===== src/rtl/res_out_split.sv =====
// rtl/res_out_split.sv - splits a 2*W-bit result into two tagged W-bit bytes over a valid/ready channel.
module res_out_split #(
  parameter int W        = 8,
  parameter bit HI_FIRST = 1'b1
) (
  input  logic           clk,
  input  logic           rst,
  input  logic           load,
  input  logic [2*W-1:0] res,
  input  logic           out_ready,
  input  logic           ovr_clr,
  output logic [W-1:0]   out_data,
  output logic           out_valid,
  output logic           out_half,
  output logic           busy,
  output logic           done,
  output logic           overrun
);

  typedef enum logic [1:0] {
    IDLE   = 2'd0,
    FIRST  = 2'd1,
    SECOND = 2'd2
  } state_t;

  // out_half value for the first byte: 0 = high half, 1 = low half
  localparam logic FIRST_HALF = HI_FIRST ? 1'b0 : 1'b1;

  state_t         state_q, state_d;
  logic [2*W-1:0] shadow_q, shadow_d;
  logic [W-1:0]   out_data_q, out_data_d;
  logic           out_valid_q, out_valid_d;
  logic           out_half_q, out_half_d;
  logic           busy_q, busy_d;
  logic           done_q, done_d;
  logic           overrun_q, overrun_d;

  logic xfer;
  logic accept;
  logic dropped;

  assign xfer    = out_valid_q && out_ready;
  assign accept  = (state_q == IDLE) || ((state_q == SECOND) && xfer);
  assign dropped = load && !accept;

  always_ff @(posedge clk or posedge rst) begin
    if (rst) begin
      state_q     <= IDLE;
      shadow_q    <= '0;
      out_data_q  <= '0;
      out_valid_q <= 1'b0;
      out_half_q  <= 1'b0;
      busy_q      <= 1'b0;
      done_q      <= 1'b0;
      overrun_q   <= 1'b0;
    end else begin
      state_q     <= state_d;
      shadow_q    <= shadow_d;
      out_data_q  <= out_data_d;
      out_valid_q <= out_valid_d;
      out_half_q  <= out_half_d;
      busy_q      <= busy_d;
      done_q      <= done_d;
      overrun_q   <= overrun_d;
    end
  end

  always_comb begin
    state_d   = state_q;
    shadow_d  = shadow_q;
    overrun_d = overrun_q;
    case (state_q)
      IDLE: begin
        if (load) begin
          shadow_d = res;
          state_d  = FIRST;
        end
      end
      FIRST: begin
        if (xfer) state_d = SECOND;
      end
      SECOND: begin
        if (xfer) begin
          if (load) begin
            shadow_d = res;
            state_d  = FIRST;
          end else begin
            state_d = IDLE;
          end
        end
      end
      default: state_d = IDLE;
    endcase
    // a dropped load wins over a simultaneous clear
    if (dropped) overrun_d = 1'b1;
    else if (ovr_clr) overrun_d = 1'b0;
  end

  // Outputs are registered, so they are derived from the next state and next shadow.
  always_comb begin
    out_data_d  = '0;
    out_valid_d = 1'b0;
    out_half_d  = 1'b0;
    busy_d      = (state_d != IDLE);
    done_d      = (state_q == SECOND) && xfer;
    case (state_d)
      FIRST: begin
        out_valid_d = 1'b1;
        out_half_d  = FIRST_HALF;
      end
      SECOND: begin
        out_valid_d = 1'b1;
        out_half_d  = ~FIRST_HALF;
      end
      default: ;
    endcase
    if (out_valid_d) begin
      out_data_d = out_half_d ? shadow_d[W-1:0] : shadow_d[2*W-1:W];
    end
  end

  assign out_data  = out_data_q;
  assign out_valid = out_valid_q;
  assign out_half  = out_half_q;
  assign busy      = busy_q;
  assign done      = done_q;
  assign overrun   = overrun_q;

endmodule


===== config.mk =====
export PLATFORM = sky130hd
export DESIGN_NAME = res_out_split
export DESIGN_NICKNAME = d
export VERILOG_FILES = /design/src/rtl/res_out_split.sv
export SDC_FILE = /design/constraint.sdc
export NUM_CORES = 1
export LEC_CHECK = 0
export CORE_MARGIN = 2
export CORE_UTILIZATION = 49
export CTS_CLUSTER_DIAMETER = 150
export CTS_CLUSTER_SIZE = 20
export DETAILED_ROUTE_END_ITERATION = 16
export HOLD_SLACK_MARGIN = 0.02
export PLACE_DENSITY = 0.77
export SETUP_SLACK_MARGIN = 0.2
export SYNTH_ARGS = -nofsm -noshare
export SYNTH_HDL_FRONTEND = slang
export SYNTH_SLANG_ARGS = --single-unit

===== constraint.sdc =====
create_clock -name clk -period 2.85 [get_ports clk]
set_input_delay 0.57 -clock clk [delete_from_list [all_inputs] [get_ports clk]]
set_output_delay 0.57 -clock clk [all_outputs]
set_load 0.05 [all_outputs]

# ---- Word-level counts from Yosys, hierarchy flattened
# Index checks and enable logic that the tools add are counted.
dict set report totals {
  register_bits 31
  input_bits 21
  out_inout_bits 13
}
dict set report op_classes {
  n_eq_ne 4
  muxes 14
  n_reduce_logical 9
}
# operator n
set ops {}
lappend ops {{16-bit two-way mux} 2}
lappend ops {{16-bit one-hot mux with 2 select lines} 1}
lappend ops {{8-bit two-way mux} 2}
lappend ops {{2-bit two-way mux} 3}
lappend ops {{2-bit one-hot mux with 3 select lines} 1}
lappend ops {{1-bit two-way mux} 5}
lappend ops {{2-bit by 1-bit equality test with 1-bit output, second input constant} 2}
lappend ops {{2-bit equality test, second input constant} 2}
lappend ops {{2-bit nonzero test} 2}
lappend ops {{1-bit logical AND} 3}
lappend ops {{2-bit logical NOT} 1}
lappend ops {{2-bit OR reduction} 1}
lappend ops {{1-bit logical NOT} 1}
lappend ops {{1-bit logical OR} 1}

# ---- Logic depth before layout (Yosys ltp)
# Gate-level depths: netlist (run 1).
dict set report logic_depth {
  word_depth 7
  depth_mapped 9
  depth_no_buf 7
}

# ---- Worst setup path after synthesis (run 1)
# OpenSTA, ideal clock, no wires.
dict set report synth_timing {
  path_kind {reg2reg}
  startpoint {register out_valid_q, in the netlist out_valid}
  endpoint {register out_data_q[5], in the netlist out_data[5]}
  setup_time_ps 120
  t_arrival_ps 2244
  slack_ps 486
  path_stages_with_launch 9
  path_buffers 3
  path_cell_list {dfrtp_1 -> a21boi_4 -> clkbuf_1 -> a21o_1 -> ha_1 -> buf_2 -> buf_6 -> mux2_2 -> o211a_1}
}
dict set report synth_between {
  elab_chain_cells 7
}
# item line_no
set synth_rtl {}
lappend synth_rtl {{start: declaration} 32} ;# logic out_valid_q, out_valid_d;
lappend synth_rtl {{start signal: assignment} 60} ;# out_valid_q <= out_valid_d;
lappend synth_rtl {{1-bit logical AND (*)} 42} ;# assign xfer = out_valid_q && out_ready;
lappend synth_rtl {{2-bit two-way mux, on equally long branches} {83, 80}}
lappend synth_rtl {{2-bit one-hot mux with 3 select lines (*)} 72} ;# case (state_q)
lappend synth_rtl {{2-bit equality test (*)} 106} ;# case (state_d)
lappend synth_rtl {{1-bit two-way mux (*)} 106}
lappend synth_rtl {{via out_half_d} 33} ;# logic out_half_q, out_half_d;
lappend synth_rtl {{8-bit two-way mux (*)} 118} ;# out_data_d = out_half_d ? shadow_d[W-1:0] : shadow_d[2*W-1:W];
lappend synth_rtl {{8-bit two-way mux (*)} 117} ;# if (out_valid_d) begin
lappend synth_rtl {{via out_data_d[5]} 31} ;# logic [W-1:0] out_data_q, out_data_d;
lappend synth_rtl {{end signal: assignment} 59} ;# out_data_q <= out_data_d;
lappend synth_rtl {{end: declaration} 31}
# Mark *: on every way through the listed nets, which the timed path passes. The rest lies on a longest branch.
# A chain may end at the register's enable or synchronous reset.

# ---- Worst setup path after layout (run 1)
dict set report layout_timing {
  startpoint {input out_ready}
  endpoint {register out_data_q[4], in the netlist out_data[4]}
}
dict set report layout_between {
  elab_chain_cells 7
}
# item line_no
set layout_rtl {}
lappend layout_rtl {{start: declaration} 10} ;# input logic out_ready,
lappend layout_rtl {{1-bit logical AND (*)} 42}
lappend layout_rtl {{2-bit two-way mux, on equally long branches} {83, 80}}
lappend layout_rtl {{2-bit one-hot mux with 3 select lines (*)} 72}
lappend layout_rtl {{via state_d[1]} 29} ;# state_t state_q, state_d;
lappend layout_rtl {{2-bit equality test (*)} 106}
lappend layout_rtl {{1-bit two-way mux (*)} 106}
lappend layout_rtl {{via out_half_d} 33}
lappend layout_rtl {{8-bit two-way mux (*)} 118}
lappend layout_rtl {{8-bit two-way mux (*)} 117}
lappend layout_rtl {{via out_data_d[4]} 31}
# Marks and branches as above.

==> run summary, run 1 <==
Initial antenna violation count = 0
Mapped Area = 1480 um^2
Setup Viol. Count Final = 0
Critical Path AT = 2470 ps
FF-to-FF setup slack = 880 ps
Synth Warn # = 0
Crit Path Category = in -> reg
TritonCTS buffer count = 5
Die Wd = 58.9 um
Leakage = 0.858 nW
Clk_lat worst skew = 330 ps
Worst EP required = 3070 ps
Synth Register Bits = 31
Critical Path End = out_data[4]
Final antenna diode count = 0
Yosys top cell area share = 52.5%
Syn_nets = 129
Via/cell ratio = 5.59
Period utilization = 79.1%
Post-CTS Resized = 0
Fmax = 0.444 GHz
Final ANT Viol Nets = 0
Placed instance area = 1850 um^2
Fillers = 228
Fin. Hold Viols = 0
Tightest Pin Transition = 499 ps
RSZ-0062 raised after global routing = false
Post-Syn Instances = 106
Vias in the first global route = 1061
Synth unique cells = 22
Setup crit start = out_ready
First-pass GRT wire length = 4920 um
CTS tree = done
Die ar. = 3470 um^2
Max_cap viols = 0
DR iter-0 viols = 25
Grt total ovfl = 0
Rows = 19
DRT Pass-1 Iters = 10
Avg Inst Size Synth = 13.9 um^2
Final #Nets = 167
Worst vdd rail ir drop = 509 uV
Clock Skews = 7.30 ps
GPL Wtd Cong = 0.694
Final setup TNS = 0 ps
Area grow syn2layout = 28.2%
Clock buffer depth = 2
Design area = 1890 um^2
Slew Limit Fails = 0
CTS Sinks = 31
CTS Hold Bufs = 0
Post-CTS setup buffer count = 0
Tmin final = 2250 ps
Startpoint types = input port
Reg-to-Reg Start = out_valid
Wirelength per Cell = 16.9 um
H-tree levels = 2
Most area-consuming cells after synthesis = dfrtp_1, mux2_2, mux2_4
Critical Path Fanout Max = 17
CTS clk-pin slew, worst paths = 90 ps
Worst reg-to-reg path cell count = 7
Min-Delay Path Class = reg -> reg
Run status = finished, violations left
I/O Pins = 34
Largest net degree at the start of global routing = 32
Port buffer count = 33
Initial Util = 52.6%
Critical path endpoint category = register
Failing checks = DRC
Slew HR = 66.6%
Total Routing Usage GR = 19.6%
DPL Wire Length = 2060 um
Crit Reg-Reg Endpoint = out_data[4]
Power density cells = 1180 nW/um^2
Cell chosen for the clock root = clkbuf_4
Share of layout cells above drive strength 1 = 25.9%
Core area = 2810 um^2
# DRC = 3
Vias = 973
Area leader, netlist = dfrtp_1
Routed WL = 2950 um
Sequential-to-total area share from yosys stat = 52.5%
Chip height = 58.9 um
## routing by layer
metal | global-route usage, % | wire, um | vias to the layer above
met1 | 22.8 | 1210 | 489
met2 | 33.0 | 1540 | 23
met4 | 7.79 | 37 | 0
met5 | 0 | 0 | -
met3 | 6.81 | 157 | 5
li1 | - | - | 456
## cell type report
cell class	count	area, um^2	area share (%)
flip-flops and latches	31	776	41.0
multi-input cells	65	646	34.1
repair buffers	38	380	20.1
clock buffers	6	41.3	2.18
well taps	31	38.8	2.05
inverters	3	11.3	0.595
## synth_stat cells
| cell type | count |
|---|---|
| nor3b_1 | 1 |
| a21oi_1 | 1 |
| buf_2 | 2 |
| nand2_1 | 3 |
| a21o_1 | 1 |
| clkbuf_1 | 2 |
| o211a_1 | 8 |
| buf_1 | 1 |
| or2_1 | 1 |
| nor2_4 | 1 |
| nand2b_4 | 1 |
| buf_6 | 2 |
| ha_1 | 2 |
| mux2i_1 | 8 |
| nand4b_1 | 1 |
| mux2_2 | 14 |
| o21ai_0 | 11 |
| dfrtp_1 | 31 |
| mux2_4 | 10 |
| o21a_1 | 1 |
| a21boi_4 | 1 |
| inv_1 | 3 |
## logic make-up after synthesis
family	after synthesis	share of synthesized area (%)
muxes	32	26.3
DFF	31	52.5
AOI/OAI and AO/OA	23	11.8
buffers and inverters	10	3.73
and+or+nand+nor	8	3.98
adders and majority gates	2	1.69
## layout by cell type, fill, tap and decap left out
cell type and n:
buf_12 1, a21oi_1 1, ha_1 2, a21boi_4 1, dfrtp_1 31, clkbuf_4 5
clkdlybuf4s50_1 33, or2_1 1, a21o_1 1, buf_4 4, o211a_1 8, clkbuf_1 1
nand4b_1 1, nand2_1 3, nor2_4 1, mux2i_1 8, nand2b_4 1, mux2_2 14
o21a_1 1, nor3b_1 1, mux2_4 10, inv_1 3, o21ai_0 11
## sequential cells by signal, indices dropped and copies added (netlist names)
| name | flops |
|---|---|
| shadow_q | 16 |
| busy | 1 |
| done | 1 |
| overrun | 1 |
| out_valid | 1 |
| out_half | 1 |
| out_data | 8 |
| state_q | 2 |
## metrics by stage
step	instances	setup WS [ps]	util, %	total power, mW	hold slack [ps]
2_1_floorplan	106	486	-	1.67	480
3_3_place_gp	168	352	66.0	1.98	490
3_5_place_dp	168	230	66.0	2.03	501
4_1_cts	174	614	67.5	2.26	522
5_1_grt	174	477	67.5	2.38	542
6_report	174	596	67.5	2.24	516
## power breakdown
part / internal, mW / switching (mW)
sequential: 0.653 / 0.121
combinational: 0.593 / 0.649
clock: 0.0875 / 0.137
total: 1.33 / 0.907
## worst max-delay path: stages
cell and delay, ps:
clkdlybuf4s50_1 480, nand2_1 140, nand2_1 80, o21ai_0 230, ha_1 250, buf_12 170
mux2_2 340, o211a_1 210
## worst min path at each step
stage,startpoint,to,depth (start not counted)
floorplan,shadow_q[11],shadow_q[11],1
global placement,shadow_q[11],shadow_q[11],1
detailed placement,shadow_q[12],shadow_q[12],1
CTS,shadow_q[12],shadow_q[12],1
global route,shadow_q[11],shadow_q[11],1
finish,shadow_q[3],shadow_q[3],1
Note: power is estimated with default switching activity, not from simulation.
==> run 2, diff against run 1 <==
==> constraint.sdc (replaced) <==
create_clock -name clk -period 2.34 [get_ports clk]
set_input_delay 0.468 -clock clk [delete_from_list [all_inputs] [get_ports clk]]
set_output_delay 0.468 -clock clk [all_outputs]
set_load 0.05 [all_outputs]
==> run 2 against run 1 <==
The flow still finishes with violations (DRC). Setup slack got worse by 270 ps. Critical endpoint is now out_valid. Total power rose by 24%. Global-route usage fell by 0.33 points. Critical path type is now reg -> out. Combinational power rose by 23%. Non-clock buffer count rose by 5. Utilization rose by 1.6 points. Die area did not move. Design area rose by 2.3%.
==> run summary, run 2 (synthesis results as in run 1) <==
Vias = 995 (+2.3%)
DR iter-0 viols = 12 (-52%)
Share of layout cells above drive strength 1 = 30.2% (+4.3 points)
Cell chosen for the clock root = clkbuf_4
Comb pwr share = 54.7% (-0.7 points)
Reg-to-Reg Start = out_valid
Clock buffer depth = 2 (unchanged)
Critical path cell sequence = clkdlybuf4s50_1
Tightest Pin Transition = 503 ps (+4.14 ps)
Wirelength per Cell = 16.0 um (-5.6%)
P_int = 1.67 mW (+26%)
CTS tree = done
Final ANT Viol Nets = 0 (unchanged)
Buffers & Inverters on Critical Path = 1 (-1)
Final #Nets = 172 (+3.0%)
Worst vdd rail ir drop = 680 uV (+34%)
Startpoint types = register
CP top delay family = buffers and inverters
CTS Sinks = 31 (unchanged)
Failing checks = DRC
Post-CTS Resized = 0 (unchanged)
I/O Pins = 34 (unchanged)
Crit Reg-Reg Endpoint = out_data[2]
Fin. Hold Viols = 0 (unchanged)
Post-CTS setup buffer count = 0 (unchanged)
Final setup TNS = 0 ps (unchanged)
Most frequent cells in the layout = clkdlybuf4s50_1, dfrtp_1, mux2_2
Worst EP required = 1870 ps (-1200 ps)
CTS Hold Bufs = 0 (unchanged)
Max FFs per register = 16 (unchanged)
Tmin final = 2010 ps
Fmax = 0.496 GHz
DPL Wire Length = 2060 um (+0.21%)
Crit Path Category = reg -> out
Post-layout util = 69.0% (+1.6 points)
Critical Path End = out_valid
Top reg by flops = shadow_q
DRT Pass-1 Iters = 10 (unchanged)
Critical path endpoint category = primary output
# DRC = 4 (+1)
Routed WL = 2880 um (-2.3%)
Critical Path AT = 1550 ps (-920 ps)
Min-Delay Path Class = in -> async
First-pass GRT wire length = 4850 um (-1.4%)
Max_cap viols = 0 (unchanged)
H-tree levels = 2 (unchanged)
Run status = finished, violations left
Initial Util = 52.6% (unchanged)
Rows = 19 (unchanged)
Switching pwr = 1.10 mW (+21%)
Slowest cell on crit path = clkdlybuf4s50_1
FF-to-FF setup slack = 520 ps (-360 ps)
Commonest non-fill, non-tap cell in the layout = clkdlybuf4s50_1
Slew Limit Fails = 0 (unchanged)
Via/cell ratio = 5.53 (-1.1%)
Leakage = 0.898 nW (+4.6%)
TritonCTS buffer count = 5 (unchanged)
Power density cells = 1430 nW/um^2 (+21%)
Clk_lat worst skew = 330 ps (about the same)
Fraction of power consumed by sequential logic = 33.8% (-0.8 points)
Clk network pwr share = 11.5% (+1.5 points)
GPL Wtd Cong = 0.687 (-0.97%)
Die Wd = 58.9 um (unchanged)
Core area = 2810 um^2 (unchanged)
Total Routing Usage GR = 19.3% (-0.33 points)
Critical Path Fanout Max = 4 (-13)
Net Sw Frac = 39.6% (-0.84 points)
Chip height = 58.9 um (unchanged)
RSZ-0062 raised after global routing = false
Die ar. = 3470 um^2 (unchanged)
Worst path max stage delay = 810 ps (+330 ps)
Setup Viol. Count Final = 0 (unchanged)
Largest net degree at the start of global routing = 16 (-50%)
CTS clk-pin slew, worst paths = 90 ps (about the same)
Grt total ovfl = 0 (unchanged)
Setup crit start = out_valid
Clock Skews = 5.18 ps (-2.12 ps)
Port buffer count = 33 (unchanged)
Worst reg-to-reg path cell count = 7 (unchanged)
Final antenna diode count = 0 (unchanged)
Vias in the first global route = 1109 (+4.5%)
Period utilization = 86.1%
Slew HR = 66.3% (-0.28 points)
Initial antenna violation count = 0 (unchanged)
Worst path depth = 1 (-7)
Area grow syn2layout = 31.2%
[run 2: stage by stage]
step | setup slack (ps) | cell area, um^2 | total power, mW | hold WS, ps | instances
after floorplan | 200 | 1490 | 2.05 | 480 | 106
after global placement | -61.4 | 1880 | 2.43 | 491 | 173
after detailed placement | -95.2 | 1880 | 2.47 | 499 | 173
after CTS | 257 | 1930 | 2.79 | 390 | 180
after global routing | 275 | 1940 | 2.94 | 398 | 180
final | 325 | 1940 | 2.77 | 381 | 180
[run 2: power by group through the flow]
stage | combinational, mW | clock (mW) | sequential (mW)
finish | 1.52 | 0.319 | 0.937
global route | 1.62 | 0.354 | 0.962
CTS | 1.53 | 0.327 | 0.937
detailed placement | 1.52 | 0 | 0.949
global placement | 1.49 | 0 | 0.935
floorplan | 0.826 | 0 | 1.23
[run 2: worst min-delay path by stage]
stage          slack (ps)  cells after the start    startpoint           end
2_1_floorplan         480                      1  shadow_q[11]  shadow_q[11]
3_5_place_dp          500                      1   shadow_q[7]   shadow_q[7]
6_report              380                      2           rst          done
3_3_place_gp          490                      1  shadow_q[13]  shadow_q[13]
5_1_grt               400                      2           rst  shadow_q[15]
4_1_cts               390                      2           rst       overrun
[run 2: layout make-up]
class / instances / area [um^2]
clock inverter: 1 / 5.00
clock buffer: 6 / 51.3
tap: 31 / 38.8
multi-input combinational: 65 / 646
inverter: 3 / 11.3
fill: 220 / 868
timing repair buffer: 43 / 408
sequential: 31 / 777
[run 2: layer usage]
metal / global-route usage, % / vias up / wire length (um)
met1: 22.4 / 497 / 1210
met3: 7.25 / 4 / 172
li1: - / 466 / -
met4: 11.4 / 0 / 35
met5: 0 / - / 0
met2: 30.3 / 28 / 1460
==> run 3, diff against run 2 <==
--- a/config.mk
+++ b/config.mk
@@ -6,12 +6,12 @@
 export NUM_CORES = 1
 export LEC_CHECK = 0
 export CORE_MARGIN = 2
-export CORE_UTILIZATION = 49
+export CORE_UTILIZATION = 44
 export CTS_CLUSTER_DIAMETER = 150
 export CTS_CLUSTER_SIZE = 20
 export DETAILED_ROUTE_END_ITERATION = 16
 export HOLD_SLACK_MARGIN = 0.02
-export PLACE_DENSITY = 0.77
+export PLACE_DENSITY = 0.73
 export SETUP_SLACK_MARGIN = 0.2
 export SYNTH_ARGS = -nofsm -noshare
 export SYNTH_HDL_FRONTEND = slang
==> constraint.sdc (replaced) <==
create_clock -name clk -period 1.8 [get_ports clk]
set_input_delay 0.36 -clock clk [delete_from_list [all_inputs] [get_ports clk]]
set_output_delay 0.36 -clock clk [all_outputs]
set_load 0.05 [all_outputs]
==> run 3 against run 2 <==
Sequential power up 32%. Critical path type is now reg -> reg. Wire length up 18%. Cell count up 16%. First-iteration DRC count up 140%. The flow finishes with violations (setup timing). Clock-buffer cell count up 1. Design area up 11%.
==> run summary, run 3 (synthesis results as in run 1) <==
Run status = finished, violations left
Failing checks = setup timing
Vias in the first global route = 1070 (-3.5%)
Chip height = 61.9 um (+5.2%)
Die Wd = 61.9 um (+5.2%)
Non-Filler Instances = 209 (+16%)
DR iter-0 viols = 29 (+17)
Initial antenna violation count = 0 (unchanged)
Die ar. = 3830 um^2 (+11%)
CTS tree = done
Switching pwr = 1.60 mW (+46%)
CTS Sinks = 31 (unchanged)
CTS clk-pin slew, worst paths = 90 ps (about the same)
DRT Pass-1 Iters = 4 (-6)
Final antenna diode count = 0 (unchanged)
Comb pwr share = 60.7% (+6.0 points)
Vias = 1059 (+6.4%)
Rows = 21 (+2)
Critical Path AT = 2030 ps (+480 ps)
Area grow syn2layout = 46.2%
Worst vdd rail ir drop = 926 uV (+36%)
Final Worst Setup Slack = -24.8 ps (-350 ps)
Max FFs per register = 16 (unchanged)
Setup Viol. Count Final = 4 (+4)
Slew HR = 67.8% (+1.4 points)
Most frequent cells in the layout = dfrtp_1, buf_4, mux2_4
Clk_lat worst skew = 320 ps (about the same)
Share of layout cells above drive strength 1 = 46.0% (+16 points)
Total Routing Usage GR = 18.7% (-0.57 points)
Clock Skews = 5.41 ps (+0.226 ps)
CTS Hold Bufs = 0 (unchanged)
Worst EP required = 2010 ps (+140 ps)
Via/cell ratio = 5.07 (-8.3%)
Top reg by flops = shadow_q
Crit Path Category = reg -> reg
Tmin final = 1820 ps
DPL Wire Length = 2160 um (+5.0%)
Power density cells = 1890 nW/um^2 (+32%)
Fmax = 0.548 GHz
Tightest Pin Transition = 485 ps (-18.0 ps)
Startpoint types = register
Final ANT Viol Nets = 0 (unchanged)
Slew Limit Fails = 0 (unchanged)
Clk network pwr share = 8.9% (-2.6 points)
Net Sw Frac = 39.3% (-0.33 points)
First-pass GRT wire length = 5000 um (+3.1%)
GPL Wtd Cong = 0.687 (unchanged)
Post-layout util = 65.7% (-3.3 points)
FF-to-FF setup slack = -20 ps (-540 ps)
RSZ-0062 raised after global routing = true
Initial Util = 45.0% (-7.7 points)
Min-Delay Path Class = in -> async
TritonCTS buffer count = 5 (unchanged)
Cell chosen for the clock root = clkbuf_4
Wirelength per Cell = 16.3 um (+2.0%)
Critical Path Fanout Max = 8 (+4)
Commonest non-fill, non-tap cell in the layout = dfrtp_1
Max_cap viols = 0 (unchanged)
Critical path endpoint category = register
Clock buffer depth = 2 (unchanged)
Final #Nets = 186 (+8.1%)
P_int = 2.48 mW (+48%)
Placed cell count = 193 (+12%)
Fraction of power consumed by sequential logic = 30.4% (-3.4 points)
Period utilization = 101%
Leakage = 1.04 nW (+16%)
Port buffer count = 33 (unchanged)
I/O Pins = 34 (unchanged)
Grt total ovfl = 0 (unchanged)
H-tree levels = 2 (unchanged)
Core area = 3280 um^2 (+17%)
Fin. Hold Viols = 0 (unchanged)
Largest net degree at the start of global routing = 20 (+4)
# DRC = 0 (-4)
Routed WL = 3410 um (+18%)
run 3: changes by cell type in the layout (fill, tap and decap cells not counted), moves of 5 or more:
cell	delta
buf_4	+16
mux2_2	-14
mux2_4	+14
clkdlybuf4s50_1	-13
buf_6	+7
o21ai_0	-6
o21ai_1	+5
run 3: power groups by stage:
stage / sequential, mW / clock [mW] / combinational [mW]
after global routing: 1.27 / 0.412 / 2.65
final: 1.24 / 0.363 / 2.48
after detailed placement: 1.22 / 0 / 2.08
after floorplan: 1.59 / 0 / 1.11
after CTS: 1.22 / 0.375 / 2.28
after global placement: 1.21 / 0 / 2.03
run 3: path summary, 6_finish.rpt:
path,start,end,depth (start not counted)
max,out_valid,out_data[3],7
min,rst,state_q[1],3
max reg2reg,out_valid,out_data[3],7
min reg2reg,shadow_q[10],shadow_q[10],1
max in group asynchronous,rst,shadow_q[12],3
min in group clk,out_ready,done,3
run 3: worst max-delay path, stage by stage, from the launching register on:
cell and delay [ps]:
dfrtp_2 430, buf_6 130, a21boi_4 130, a21o_1 160, ha_4 190, buf_12 150, mux2_4 310, o211a_1 220
run 3: final cells by class:
type	instances	area, um^2
fillers	254	1130
flip-flops and latches	31	778
multi-input cells	65	722
repair buffers	57	544
well taps	46	57.6
clock buffers	7	45.0
inverters	3	11.3
run 3: what timing repair did:
action	4_1_cts	5_1_grt
setup endpoints to repair	26	21
setup buffers	3	5
pin swaps	2	4
gates cloned	1	0
gates resized for setup	21	16
run 3: stage by stage:
stage	worst slack [ps]	cell area (um^2)	power, mW	setup TNS, ps	hold slack, ps
6_report	-24.8	2160	4.08	-44.1	363
5_1_grt	-94.6	2160	4.33	-581	382
4_1_cts	-21.1	2070	3.88	-61.0	363
3_5_place_dp	-553	1930	3.30	-7200	499
3_3_place_gp	-433	1930	3.23	-5970	488
2_1_floorplan	-259	1510	2.70	-1390	463
run 3: metal layers:
layer,up-vias,track usage (%),wire [um]
li1,492,-,-
met4,0,7.29,46
met2,22,31.6,1710
met5,-,0,0
met3,5,4.14,127
met1,540,23.4,1530
